## src/rtl/bp_fe_ras_ckpt_pkg.sv

```systemverilog
// Shared types and helpers for the checkpointable return-address stack.
package bp_fe_ras_ckpt_pkg;

    // The single stack operation performed in a cycle, after priority resolution.
    typedef enum logic [2:0] {
        ras_op_none,
        ras_op_push,
        ras_op_pop,
        ras_op_push_pop,
        ras_op_restore
    } ras_op_e;

    // Resolve simultaneous requests: restore wins, then a combined push+pop
    // (replace top), then a lone push or pop. pop_v must already be qualified
    // by the stack being non-empty.
    function automatic ras_op_e ras_op_decode(input logic restore_v,
                                              input logic push_v,
                                              input logic pop_v);
        if (restore_v)
            return ras_op_restore;
        else if (push_v && pop_v)
            return ras_op_push_pop;
        else if (push_v)
            return ras_op_push;
        else if (pop_v)
            return ras_op_pop;
        else
            return ras_op_none;
    endfunction

    // Width of the flattened checkpoint {top_ptr, num_valid, top_pc}.
    function automatic int ras_ckpt_width(input int vaddr_width, input int num_entries);
        return $clog2(num_entries) + $clog2(num_entries + 1) + vaddr_width;
    endfunction

endpackage

```

## src/rtl/bp_fe_ras_ckpt_mem.sv

```systemverilog
// Return-address storage: one write port, one asynchronous read port, no reset.
module bp_fe_ras_ckpt_mem #(
    parameter int width_p      = 39,
    parameter int els_p        = 8,
    localparam int addr_width_lp = $clog2(els_p)
) (
    input  logic                     clk_i,
    input  logic                     w_v_i,
    input  logic [addr_width_lp-1:0] w_addr_i,
    input  logic [width_p-1:0]       w_data_i,
    input  logic [addr_width_lp-1:0] r_addr_i,
    output logic [width_p-1:0]       r_data_o
);

    logic [width_p-1:0] mem [els_p];

    // Single write per cycle; contents survive reset on purpose.
    always_ff @(posedge clk_i) begin
        if (w_v_i)
            mem[w_addr_i] <= w_data_i;
    end

    assign r_data_o = mem[r_addr_i];

endmodule

```

## src/rtl/bp_fe_ras_ckpt.sv

```systemverilog
// Return-address stack with checkpoint/restore for front-end misprediction recovery.
module bp_fe_ras_ckpt
    import bp_fe_ras_ckpt_pkg::*;
#(
    parameter int vaddr_width_p       = 39,
    parameter int ras_num_entries_p   = 8,
    parameter int ras_overflow_drop_p = 0,
    localparam int ptr_width_lp  = $clog2(ras_num_entries_p),
    localparam int cnt_width_lp  = $clog2(ras_num_entries_p + 1),
    localparam int ckpt_width_lp = ras_ckpt_width(vaddr_width_p, ras_num_entries_p)
) (
    input  logic                     clk_i,
    input  logic                     reset_n_i,
    input  logic                     push_v_i,
    input  logic [vaddr_width_p-1:0] push_pc_i,
    input  logic                     pop_ready_and_i,
    output logic [vaddr_width_p-1:0] pop_pc_o,
    output logic                     pop_v_o,
    output logic                     full_o,
    output logic [ckpt_width_lp-1:0] ckpt_o,
    input  logic                     restore_v_i,
    input  logic [ckpt_width_lp-1:0] restore_ckpt_i
);

    typedef struct packed {
        logic [ptr_width_lp-1:0]  top_ptr;
        logic [cnt_width_lp-1:0]  num_valid;
        logic [vaddr_width_p-1:0] top_pc;
    } bp_fe_ras_ckpt_s;

    localparam logic [cnt_width_lp-1:0] depth_lp = cnt_width_lp'(ras_num_entries_p);
    localparam bit drop_lp = (ras_overflow_drop_p != 0);

    logic [ptr_width_lp-1:0]  top_ptr, top_ptr_n;
    logic [cnt_width_lp-1:0]  num_valid, num_valid_n;
    logic                     w_v;
    logic [ptr_width_lp-1:0]  w_addr;
    logic [vaddr_width_p-1:0] w_data;
    logic [vaddr_width_p-1:0] r_data;
    bp_fe_ras_ckpt_s          restore_ckpt;
    bp_fe_ras_ckpt_s          cur_ckpt;
    ras_op_e                  op;

    assign restore_ckpt = bp_fe_ras_ckpt_s'(restore_ckpt_i);

    assign pop_v_o  = (num_valid != '0);
    assign full_o   = (num_valid == depth_lp);
    assign pop_pc_o = pop_v_o ? r_data : '0;

    assign cur_ckpt.top_ptr   = top_ptr;
    assign cur_ckpt.num_valid = num_valid;
    assign cur_ckpt.top_pc    = pop_pc_o;
    assign ckpt_o             = cur_ckpt;

    assign op = ras_op_decode(restore_v_i, push_v_i, pop_ready_and_i & pop_v_o);

    // Next pointer/count and the single entry write implied by this cycle's operation.
    always_comb begin
        top_ptr_n   = top_ptr;
        num_valid_n = num_valid;
        w_v         = 1'b0;
        w_addr      = top_ptr;
        w_data      = push_pc_i;
        unique case (op)
            ras_op_restore: begin
                top_ptr_n   = restore_ckpt.top_ptr;
                num_valid_n = restore_ckpt.num_valid;
                w_v         = (restore_ckpt.num_valid != '0);
                w_addr      = restore_ckpt.top_ptr;
                w_data      = restore_ckpt.top_pc;
            end
            ras_op_push_pop: begin
                w_v = 1'b1;
            end
            ras_op_push: begin
                if (!(full_o && drop_lp)) begin
                    w_v       = 1'b1;
                    w_addr    = top_ptr + 1'b1;
                    top_ptr_n = top_ptr + 1'b1;
                    if (!full_o)
                        num_valid_n = num_valid + 1'b1;
                end
            end
            ras_op_pop: begin
                top_ptr_n   = top_ptr - 1'b1;
                num_valid_n = num_valid - 1'b1;
            end
            default: begin
            end
        endcase
    end

    // Pointer and occupancy registers; reset empties the stack but leaves storage alone.
    always_ff @(posedge clk_i) begin
        if (!reset_n_i) begin
            top_ptr   <= '0;
            num_valid <= '0;
        end else begin
            top_ptr   <= top_ptr_n;
            num_valid <= num_valid_n;
        end
    end

    bp_fe_ras_ckpt_mem #(
        .width_p (vaddr_width_p),
        .els_p   (ras_num_entries_p)
    ) mem (
        .clk_i    (clk_i),
        .w_v_i    (w_v & reset_n_i),
        .w_addr_i (w_addr),
        .w_data_i (w_data),
        .r_addr_i (top_ptr),
        .r_data_o (r_data)
    );

endmodule
```

## config.mk

```make
export PLATFORM = sky130hd
export DESIGN_NAME = bp_fe_ras_ckpt
export DESIGN_NICKNAME = d
export VERILOG_FILES = /design/src/rtl/bp_fe_ras_ckpt_pkg.sv /design/src/rtl/bp_fe_ras_ckpt_mem.sv /design/src/rtl/bp_fe_ras_ckpt.sv
export SDC_FILE = /design/constraint.sdc
export NUM_CORES = 1
export LEC_CHECK = 0
export ABC_CLOCK_PERIOD_IN_PS = 15300
export CAP_MARGIN = 20
export CORE_ASPECT_RATIO = 1.75
export CORE_UTILIZATION = 60
export DETAILED_ROUTE_END_ITERATION = 10
export PLACE_DENSITY_LB_ADDON = 0.05
export SYNTH_ARGS = -nofsm -noshare
export SYNTH_HDL_FRONTEND = slang
export SYNTH_HIERARCHICAL = 1
export SYNTH_SLANG_ARGS = --single-unit
```

## constraint.sdc

```tcl
create_clock -name clk_i -period 15.3 [get_ports clk_i]
set_clock_uncertainty 0.05 [all_clocks]
set_input_delay 3.06 -clock clk_i [delete_from_list [all_inputs] [get_ports clk_i]]
set_output_delay 3.06 -clock clk_i [all_outputs]
set_load 0.05 [all_outputs]
```

==> summary.md, run 1 <==
| Metric | Value |
|---|---|
| Area delta synth->final | 19.8% |
| Slowest-stage cell, CP | dfxtp_4 |
| Final Max Slew Viols | 0 |
| Final setup fails | 0 |
| Most frequent cells in the layout | 312 x edfxtp_1, 175 x clkdlybuf4s50_1, 78 x mux4_2, 58 x mux2_2, 40 x and2_1 |
| Cell variety after synth | 48 |
| TritonCTS buffer count | 27 |
| DR vias | 6780 |
| Drt pass-1 iters | 5 |
| Worst Path Arrival | 4.01 ns |
| Resized cells post-CTS | 0 |
| Fin worst setup slack | 8.18 ns |
| Initial antenna violation count | 0 |
| Crit path largest cell delay | 0.93 ns |
| DRC | 0 |
| Port bufs | approximately 180 |
| Initial Util | between 60% and 70% |
| EDFF count, synth | 312 |
| Rel. slew slack | 39.9% |
| Setup_tns | 0 ns |
| Critical-path cell list | buf_4 -> mux4_2 -> mux2_4 -> and2_1 -> clkdlybuf4s50_1 |
| Worst setup EP type | primary output |
| Synth Warn # | 6 |
| Die width | ~120 µm |
| Fillcell total | 1376 |
| Maxcap violations | 0 |
| Clk pin slew, worst setup/hold paths | 0.07 ns |
| Synthesized area per cell | 20.1 µm² |
| Routed WL per cell | 24.2 µm |
| Worst vdd ir | 0.000142 V |
| Status | complete, no violations |
| Core Area | 22200 µm² |
| Leakage | 5.22 nW |
| I/O pins | 177 |
| DIE HEIGHT | about 200 µm |
| Fraction of registers with async set/reset | 0% |
| Slew @ Worst Pin | 0.901 ns |
| Kind of critical path | register to primary output |
| Seq/Total Area, Yosys | 70.1% |
| Hold slack | between 0.5 and 0.6 ns |
| Final Hold Fails | 0 |
| Total congestion overflow | 0 |
| Max frequency | 0.140 GHz |
| Antenna cells | 0 |
| Post-CTS Setup Inserts | 0 |
| Minimum clock period | just over 7 ns |
| First-pass GRT wire length | between 40 and 50 mm |
| Post-DRT Antenna Nets | 0 |
| Commonest non-fill, non-tap cell in the layout | edfxtp_1 |
| CTS Buffer Depth | 3 |
| Hold WC Path Type | register to register |
| Syn Inst Count | 675 |
| Vias in the first global route | 7322 |
| Unrepaired setup endpoints after global routing | no |
| CTS sink count | around 320 |
| Post-detail-place hpwl | between 15 and 20 mm |
| Required @ worst endpoint | 12.19 ns |
| Ys flop type | edfxtp_1 |
| Tcrit/Tclk final | 46.5% |
| Dpl ws | roughly 8.6 ns |
| Crit-path max FO | 43 |
| Cell area after synthesis | 13600 µm² |
| Die ar. | 23200 µm² |
| FP Rows | 72 |
| CTS Root Cell | clkbuf_16 |
| Largest net degree at the start of global routing | 82 |
| Final nets | between 900 and 1000 |
| GPL Wtd Cong | 0.724 |
| Clock Latency Late Sink | 0.52 ns |
| Global-route usage over all layers | 24.5% |
| Cell area power density | 139 nW/µm² |
| DR iter-0 viols | approximately 460 |
| Worst Setup Start Kind | register |
| Layout cells sized above 1 | 26.6% |
| CTS tree | built |
| Post-CTS Hold Buffers | 0 |
| Synthesis-stage register bit count | 319 |
| Total Wirelength | 27.4 mm |
| CTS H-tree depth | 1 |
| Vias per cell | 5.98 |
| Syn nets | 770 |
==> metrics by stage <==
| stage | util, % | cell area (µm²) | total power, mW | cells |
|---|---|---|---|---|
| finish | 73.3 | 16200 | 2.25 | 1134 |
| global route | 73.3 | 16200 | 2.32 | 1134 |
| CTS | 73.2 | 16200 | 2.27 | 1133 |
| detailed placement | 69.2 | 15300 | 1.59 | 1085 |
| global placement | 69.2 | 15300 | 1.58 | 1085 |
| floorplan | - | 13600 | 1.44 | 675 |
==> final timing paths <==
kind	startpoint	end	slack (ns)	depth (start not counted)
setup / recovery	top_ptr[0]	pop_pc_o[19]	8.18	5
hold / removal	num_valid[3]	num_valid[3]	0.60	2
setup reg to reg	top_ptr[0]	mem/mem[0][17]	11.40	7
hold reg to reg	num_valid[3]	num_valid[3]	0.60	2
==> registers in the layout, indices dropped and copies added, names as in the netlist <==
signal	count
mem/mem	312
num_valid	4
top_ptr	3
==> cell families after synthesis <==
group / synth area share (%)
compound gates: 1.49
xor+xnor: 0.508
flops: 70.1
fa+ha+maj: 0.517
mux: 20.1
buf+inv: 3.80
simple gates: 3.49
==> layer usage <==
layer	track usage (%)	wire (µm)
met3	2.54	1440
met5	0	0
met2	44.8	15300
met1	30.8	10300
met4	6.50	421
==> area by class of cell <==
class | instances | area (µm²) | area share (%)
multi-input combinational | 276 | 3590 | 22.1
inverter | 7 | 26.3 | 0.162
clock inverter | 16 | 174 | 1.07
tap | 296 | 370 | 2.28
sequential | 319 | 9520 | 58.6
timing repair buffer | 188 | 1870 | 11.5
clock buffer | 32 | 694 | 4.28
==> critical path, delay by kind of cell (launching register included) <==
kind,cells,cell delay [ns]
and+or+nand+nor,1,0.17
buffers and inverters,2,1.50
muxes,2,0.85
DFF,1,0.93
==> power breakdown <==
part	total (mW)	switching [mW]	leakage, nW	internal, mW
combinational	0.550	0.336	1.91	0.213
sequential	1.02	0.0219	2.89	0.997
clock	0.680	0.290	0.424	0.390
total	2.25	0.648	5.22	1.60
==> synthesized netlist by cell type (7+ instances only) <==
library cell	instances	area share [%]
buf_2	10	0.37
buf_4	39	2.2
nand2_1	8	0.22
edfxtp_1	312	69
clkbuf_1	19	0.53
dfxtp_1	7	1.0
and2_1	40	1.8
mux2_2	58	4.8
mux4_2	78	13
nor2_1	8	0.22
mux2_4	20	2.2
inv_1	7	0.19
(Power assumes the default switching activity.)
==> inputs of run 2 (changes only) <==
ABC_CLOCK_PERIOD_IN_PS = 6860   (was 15300)
CORE_UTILIZATION = 55   (was 60)
clock period = 6.86 ns   (was 15.3 ns; I/O delays follow)
==> run 2 against run 1 <==
Against the previous run:
- global-route usage decreased by 2.2 points
- sequential share of layout area is 0.59 points lower
- die area grew 9.0%
- utilization decreased by 5.2 points
- largest power group unchanged
==> summary.md, run 2 (synthesized netlist as in run 1, its figures left out) <==
| Metric | Value |
|---|---|
| Worst Setup Start Kind | register |
| Critical-path cell list | buf_4 -> mux4_2 -> mux2_2 -> and2_1 -> clkdlybuf4s50_1 |
| Worst path depth | 5 |
| GPL Wtd Cong | slightly below 0.8 |
| Rel. slew slack | 42.6% |
| Reg power frac | roughly 44% |
| Max frequency | 0.203 GHz |
| DR vias | slightly below 7000 |
| Antenna cells | 0 |
| Vias in the first global route | 7300 |
| Critical Path Source | top_ptr[2] |
| Cell area power density | about 320 nW/µm² |
| TritonCTS buffer count | 28 |
| Die ar. | 25300 µm² |
| Cell family with most CP delay | buffers and inverters |
| Worst vdd ir | 0.000231 V |
| Total Wirelength | 26.9 mm |
| First-pass GRT wire length | between 40 and 50 mm |
| Initial antenna violation count | 0 |
| Sw Pwr | roughly 1.5 mW |
| I/O pins | approximately 180 |
| Leakage | roughly 5.3 nW |
| FP Rows | 75 |
| Final Hold Fails | 0 |
| Final setup fails | 0 |
| Port bufs | 176 |
| P_int | 3.71 mW |
| Clock Latency Late Sink | 0.54 ns |
| Crit-path max FO | 48 |
| Total congestion overflow | 0 |
| Vias per cell | 5.86 |
| Commonest non-fill, non-tap cell in the layout | edfxtp_1 |
| Post-CTS Setup Inserts | 0 |
| Placed Cells | 1100 |
| Worst r2r path cells | 9 |
| Max reg flops | between 300 and 400 |
| Most frequent cells in the layout | 312 x edfxtp_1, 175 x clkdlybuf4s50_1, 78 x mux4_2, 58 x mux2_2, 40 x and2_1 |
| R2r setup slk | 2.89 ns |
| Area delta synth->final | 21.0% |
| Slowest-stage cell, CP | dfxtp_4 |
| CTS H-tree depth | 1 |
| Crit path largest cell delay | about 0.81 ns |
| Drt pass-1 iters | 4 |
| Unrepaired setup endpoints after global routing | no |
| Maxcap violations | 0 |
| Bufs and invs on worst path | 2 |
| Fin worst setup slack | 1.93 ns |
| CTS tree | built |
| Kind of critical path | register to primary output |
| Tcrit/Tclk final | between 70% and 80% |
| Clk pin slew, worst setup/hold paths | 0.07 ns |
| Post-CTS Hold Buffers | 0 |
| Final Max Slew Viols | 0 |
| Slew @ Worst Pin | 0.862 ns |
| Setup_tns | 0 ns |
| Status | complete, no violations |
| Layout cells sized above 1 | 27.9% |
| Hold WC Path Type | register to register |
| Post-detail-place hpwl | 15.4 mm |
| DIE HEIGHT | 210 µm |
| Routed WL per cell | 23.4 µm |
| Dpl ws | 1.98 ns |
| Gate power share | 23.5% |
| R2R Path End | mem/mem[5][29] |
| Cell Count, Final, Fillers Out | 1153 |
| CTS Root Cell | clkbuf_16 |
| Final nets | slightly above 900 |
| CTS sink count | about 320 |
| Total chip power | 5.19 mW |
| DRC | 0 |
| Crit path to | pop_pc_o[16] |
| Largest net degree at the start of global routing | 50 |
| Core Area | 24100 µm² |
| Worst setup EP type | primary output |
| Die width | 121 µm |
| Minimum clock period | 4.93 ns |
| CTS Buffer Depth | 3 |
| Clock power share | 32.6% |
| Hold slack | approximately 0.60 ns |
| Resized cells post-CTS | 0 |
| Required @ worst endpoint | 5.44 ns |
| Most flops, register | mem/mem |
| Sw Share | 28.6% |
| Worst Path Arrival | 3.51 ns |
| Initial Util | 56.2% |
| Largest regs | mem/mem x312, num_valid x4, top_ptr x3 |
| Worst r2r src | top_ptr[0] |
| Post-DRT Antenna Nets | 0 |
| Global-route usage over all layers | 22.3% |
| DR iter-0 viols | 529 |
[run 2: cell types whose count changed in the layout (fill, tap and decap cells not counted), sizes merged]
| cell | previous run | this run |
|---|---|---|
| buf | 13 | 16 |
| bufinv | 4 | 6 |
| clkinvlp | 0 | 2 |
| clkinv | 11 | 10 |
| inv | 8 | 9 |
[run 2: worst reg2reg max path, stage by stage, from the launching register on]
cell and delay (ns):
dfxtp_4 0.55, buf_4 0.43, inv_1 0.17, ha_1 0.33, and3_2 0.21, a211oi_1 0.24, a21oi_1 0.17, nand2b_1 0.34
nor2_4 0.66, buf_4 0.48
[run 2: per-stage QoR]
step	utilization (%)	area (µm²)
after CTS	67.9	16400
after global routing	68.0	16400
after floorplan	-	13600
after detailed placement	63.8	15400
after global placement	63.8	15400
final	68.0	16400
[run 2: worst min-delay path by stage]
stage                       from      endpoint  slack [ns]  cells after the start
finish              num_valid[3]  num_valid[3]        0.60                      2
detailed placement  num_valid[3]  num_valid[3]        0.58                      2
CTS                 num_valid[3]  num_valid[3]        0.59                      2
floorplan           num_valid[3]  num_valid[3]        0.77                      2
global route        num_valid[3]  num_valid[3]        0.63                      2
global placement    num_valid[3]  num_valid[3]        0.56                      2
[run 2: cell type report]
class                   count  area [µm²]
clock buffers              32         737
inverters                   7        26.3
flip-flops and latches    319        9520
multi-input cells         276        3590
repair buffers            191        1890
clock inverters            20         262
well taps                 308         385
fillers                  1585        7710
[run 2: power groups by stage]
stage               logic [mW]  clock network [mW]  registers [mW]
floorplan                0.921                   0            2.30
global placement          1.20                   0            2.33
detailed placement        1.21                   0            2.34
CTS                       1.21                1.72            2.29
global route              1.28                1.79            2.28
finish                    1.22                1.69            2.28
[run 2: metal layers]
metal	up-vias	GRT usage, %	wire (µm)
met1	3517	28.5	10500
met4	0	6.60	568
li1	2983	-	-
met3	46	2.53	1220
met5	-	0	0
met2	211	39.9	14600
==> inputs of run 3 (changes only) <==
ABC_CLOCK_PERIOD_IN_PS = 4370   (was 6860)
CORE_UTILIZATION = 50   (was 55)
clock period = 4.37 ns   (was 6.86 ns; I/O delays follow)
==> run 3 against run 2 <==
Against the previous run:
- clock-buffer cell count did not move
- combinational power rose by 59%
- clock power rose by 45%
- worst hold slack improved by 0.0078 ns
- flip-flop and latch count did not move
- first-iteration DRC count fell by 28%
- via count rose by 0.58%
- utilization fell by 6.1 points
- global-route usage fell by 1.7 points
- critical path type unchanged
==> summary.md, run 3 (synthesized netlist as in run 1, its figures left out) <==
| Metric | Value |
|---|---|
| Slowest-stage cell, CP | clkdlybuf4s50_1 |
| Total congestion overflow | 0 |
| Clock Latency Late Sink | 0.54 ns |
| Post-DRT Antenna Nets | 0 |
| Initial antenna violation count | 1 |
| Unrepaired setup endpoints after global routing | no |
| CTS sink count | 319 |
| I/O pins | between 150 and 200 |
| Rel. slew slack | ~40% |
| Largest net degree at the start of global routing | 42 |
| Sw Pwr | 2.31 mW |
| Layout cells sized above 1 | 28.4% |
| Final Hold Fails | 0 |
| Fin worst setup slack | about 0.22 ns |
| Critical Path Source | top_ptr[0] |
| Dpl ws | 0.440 ns |
| Fillcell total | between 1500 and 2000 |
| Max reg flops | 312 |
| DR vias | 6796 |
| Cell family with most CP delay | buffers and inverters |
| Commonest non-fill, non-tap cell in the layout | edfxtp_1 |
| Area delta synth->final | 21.5% |
| Crit path largest cell delay | 0.70 ns |
| Worst setup EP type | primary output |
| Die ar. | 27800 µm² |
| Largest regs | mem/mem x312, num_valid x4, top_ptr x3 |
| Leakage | 5.31 nW |
| P_int | 5.64 mW |
| Vias per cell | 5.76 |
| Worst r2r path cells | 7 |
| Worst path depth | 5 |
| Worst r2r src | num_valid[1] |
| Total Wirelength | ~28 mm |
| Tcrit/Tclk final | between 90% and 100% |
| Cell Count, Final, Fillers Out | 1179 |
| Kind of critical path | register to primary output |
| CTS Root Cell | clkbuf_16 |
| CTS tree | built |
| Routed WL per cell | 23.4 µm |
| CTS H-tree depth | 1 |
| Bufs and invs on worst path | 2 |
| Worst Hold Launch | num_valid[3] |
| Core Area | 26600 µm² |
| Hold slack | approximately 0.6 ns |
| CTS Buffer Depth | 3 |
| Worst vdd ir | 0.000352 V |
| Post-detail-place hpwl | approximately 16 mm |
| GPL Wtd Cong | 0.784 |
| Worst Setup Start Kind | register |
| Cell area power density | 483 nW/µm² |
| Sw Share | between 20 and 30% |
| Maxcap violations | 0 |
| Minimum clock period | just over 4 ns |
| Port bufs | 176 |
| Hold WC Path Type | register to register |
| DRC | 0 |
| FP Rows | 79 |
| Worst Path Arrival | 3.23 ns |
| Max frequency | 0.241 GHz |
| Most flops, register | mem/mem |
| Critical-path cell list | buf_4 -> mux4_2 -> mux2_2 -> and2_1 -> clkdlybuf4s50_1 |
| Placed Cells | 1127 |
| Drt pass-1 iters | 4 |
| Global-route usage over all layers | 20.6% |
| DIE HEIGHT | 220 µm |
| Final Max Slew Viols | 0 |
| Gate power share | about a quarter |
| TritonCTS buffer count | 28 |
| First-pass GRT wire length | 42.1 mm |
| Antenna cells | 0 |
| Slew @ Worst Pin | ~0.9 ns |
| Vias in the first global route | 7290 |
| Die width | 126 µm |
| Initial Util | 51.0% |
| DR iter-0 viols | 380 |
| Clk pin slew, worst setup/hold paths | 0.07 ns |
| Required @ worst endpoint | between 3 and 4 ns |
| Clock power share | 30.8% |
| Setup_tns | 0 ns |
| Final setup fails | 0 |
| Reg power frac | roughly 45% |
| Status | complete, no violations |
| Hold Crit Depth | 2 |
| Post-CTS Hold Buffers | 0 |
| Final nets | 928 |
| Post-CTS Setup Inserts | 0 |
| Crit-path max FO | 20 |
| Resized cells post-CTS | 0 |
| Most frequent cells in the layout | 312 x edfxtp_1, 175 x clkdlybuf4s50_1, 78 x mux4_2, 58 x mux2_2, 40 x and2_1 |
==> run 3: cell count changes in the layout (fill, tap and decap cells not counted), moves of 2 or more <==
| cell | previous run | this run |
|---|---|---|
| clkinv_1 | 4 | 7 |
| buf_12 | 0 | 5 |
| buf_4 | 14 | 20 |
| nor3_4 | 0 | 2 |
| bufinv_16 | 6 | 3 |
| nor3_2 | 2 | 0 |
==> run 3: routing by layer <==
layer / track usage (%) / wire [µm] / up-vias
li1: - / - / 2995
met1: 25.0 / 10800 / 3585
met2: 38.5 / 15300 / 180
met3: 2.48 / 1100 / 34
met4: 5.54 / 446 / 2
met5: 0 / 9 / -
==> run 3: stage by stage <==
stage | total power [mW] | utilization, % | instance area, µm²
final | 7.95 | 62.0 | 16500
after detailed placement | 5.59 | 58.5 | 15600
after floorplan | 5.06 | - | 13600
after global placement | 5.56 | 58.5 | 15600
after CTS | 8.03 | 62.0 | 16500
after global routing | 8.23 | 62.0 | 16500
==> run 3: cell type report <==
cell class              count  area, µm²  area share [%]
clock buffers              32        737            4.47
clock inverters            20        178            1.08
inverters                   7       26.3           0.159
multi-input cells         276       3600            21.9
flip-flops and latches    319       9520            57.8
well taps                 324        405            2.46
repair buffers            201       2010            12.2
==> run 3: tightest hold or removal path: stages, from the launching register on <==
cell      delay (ns)
dfxtp_1         0.40
nand4b_1        0.14
o31ai_1         0.07
==> run 3: power groups by stage <==
stage / clock network (mW) / registers, mW / logic, mW
6_report: 2.45 / 3.56 / 1.94
5_1_grt: 2.62 / 3.57 / 2.04
4_1_cts: 2.50 / 3.56 / 1.97
3_5_place_dp: 0 / 3.63 / 1.96
3_3_place_gp: 0 / 3.62 / 1.94
2_1_floorplan: 0 / 3.61 / 1.45
==> run 3: final timing paths <==
kind,slack [ns],end
max,0.22,pop_pc_o[4]
min,0.60,num_valid[3]
max reg2reg,0.92,mem/mem[3][26]
min reg2reg,0.60,num_valid[3]
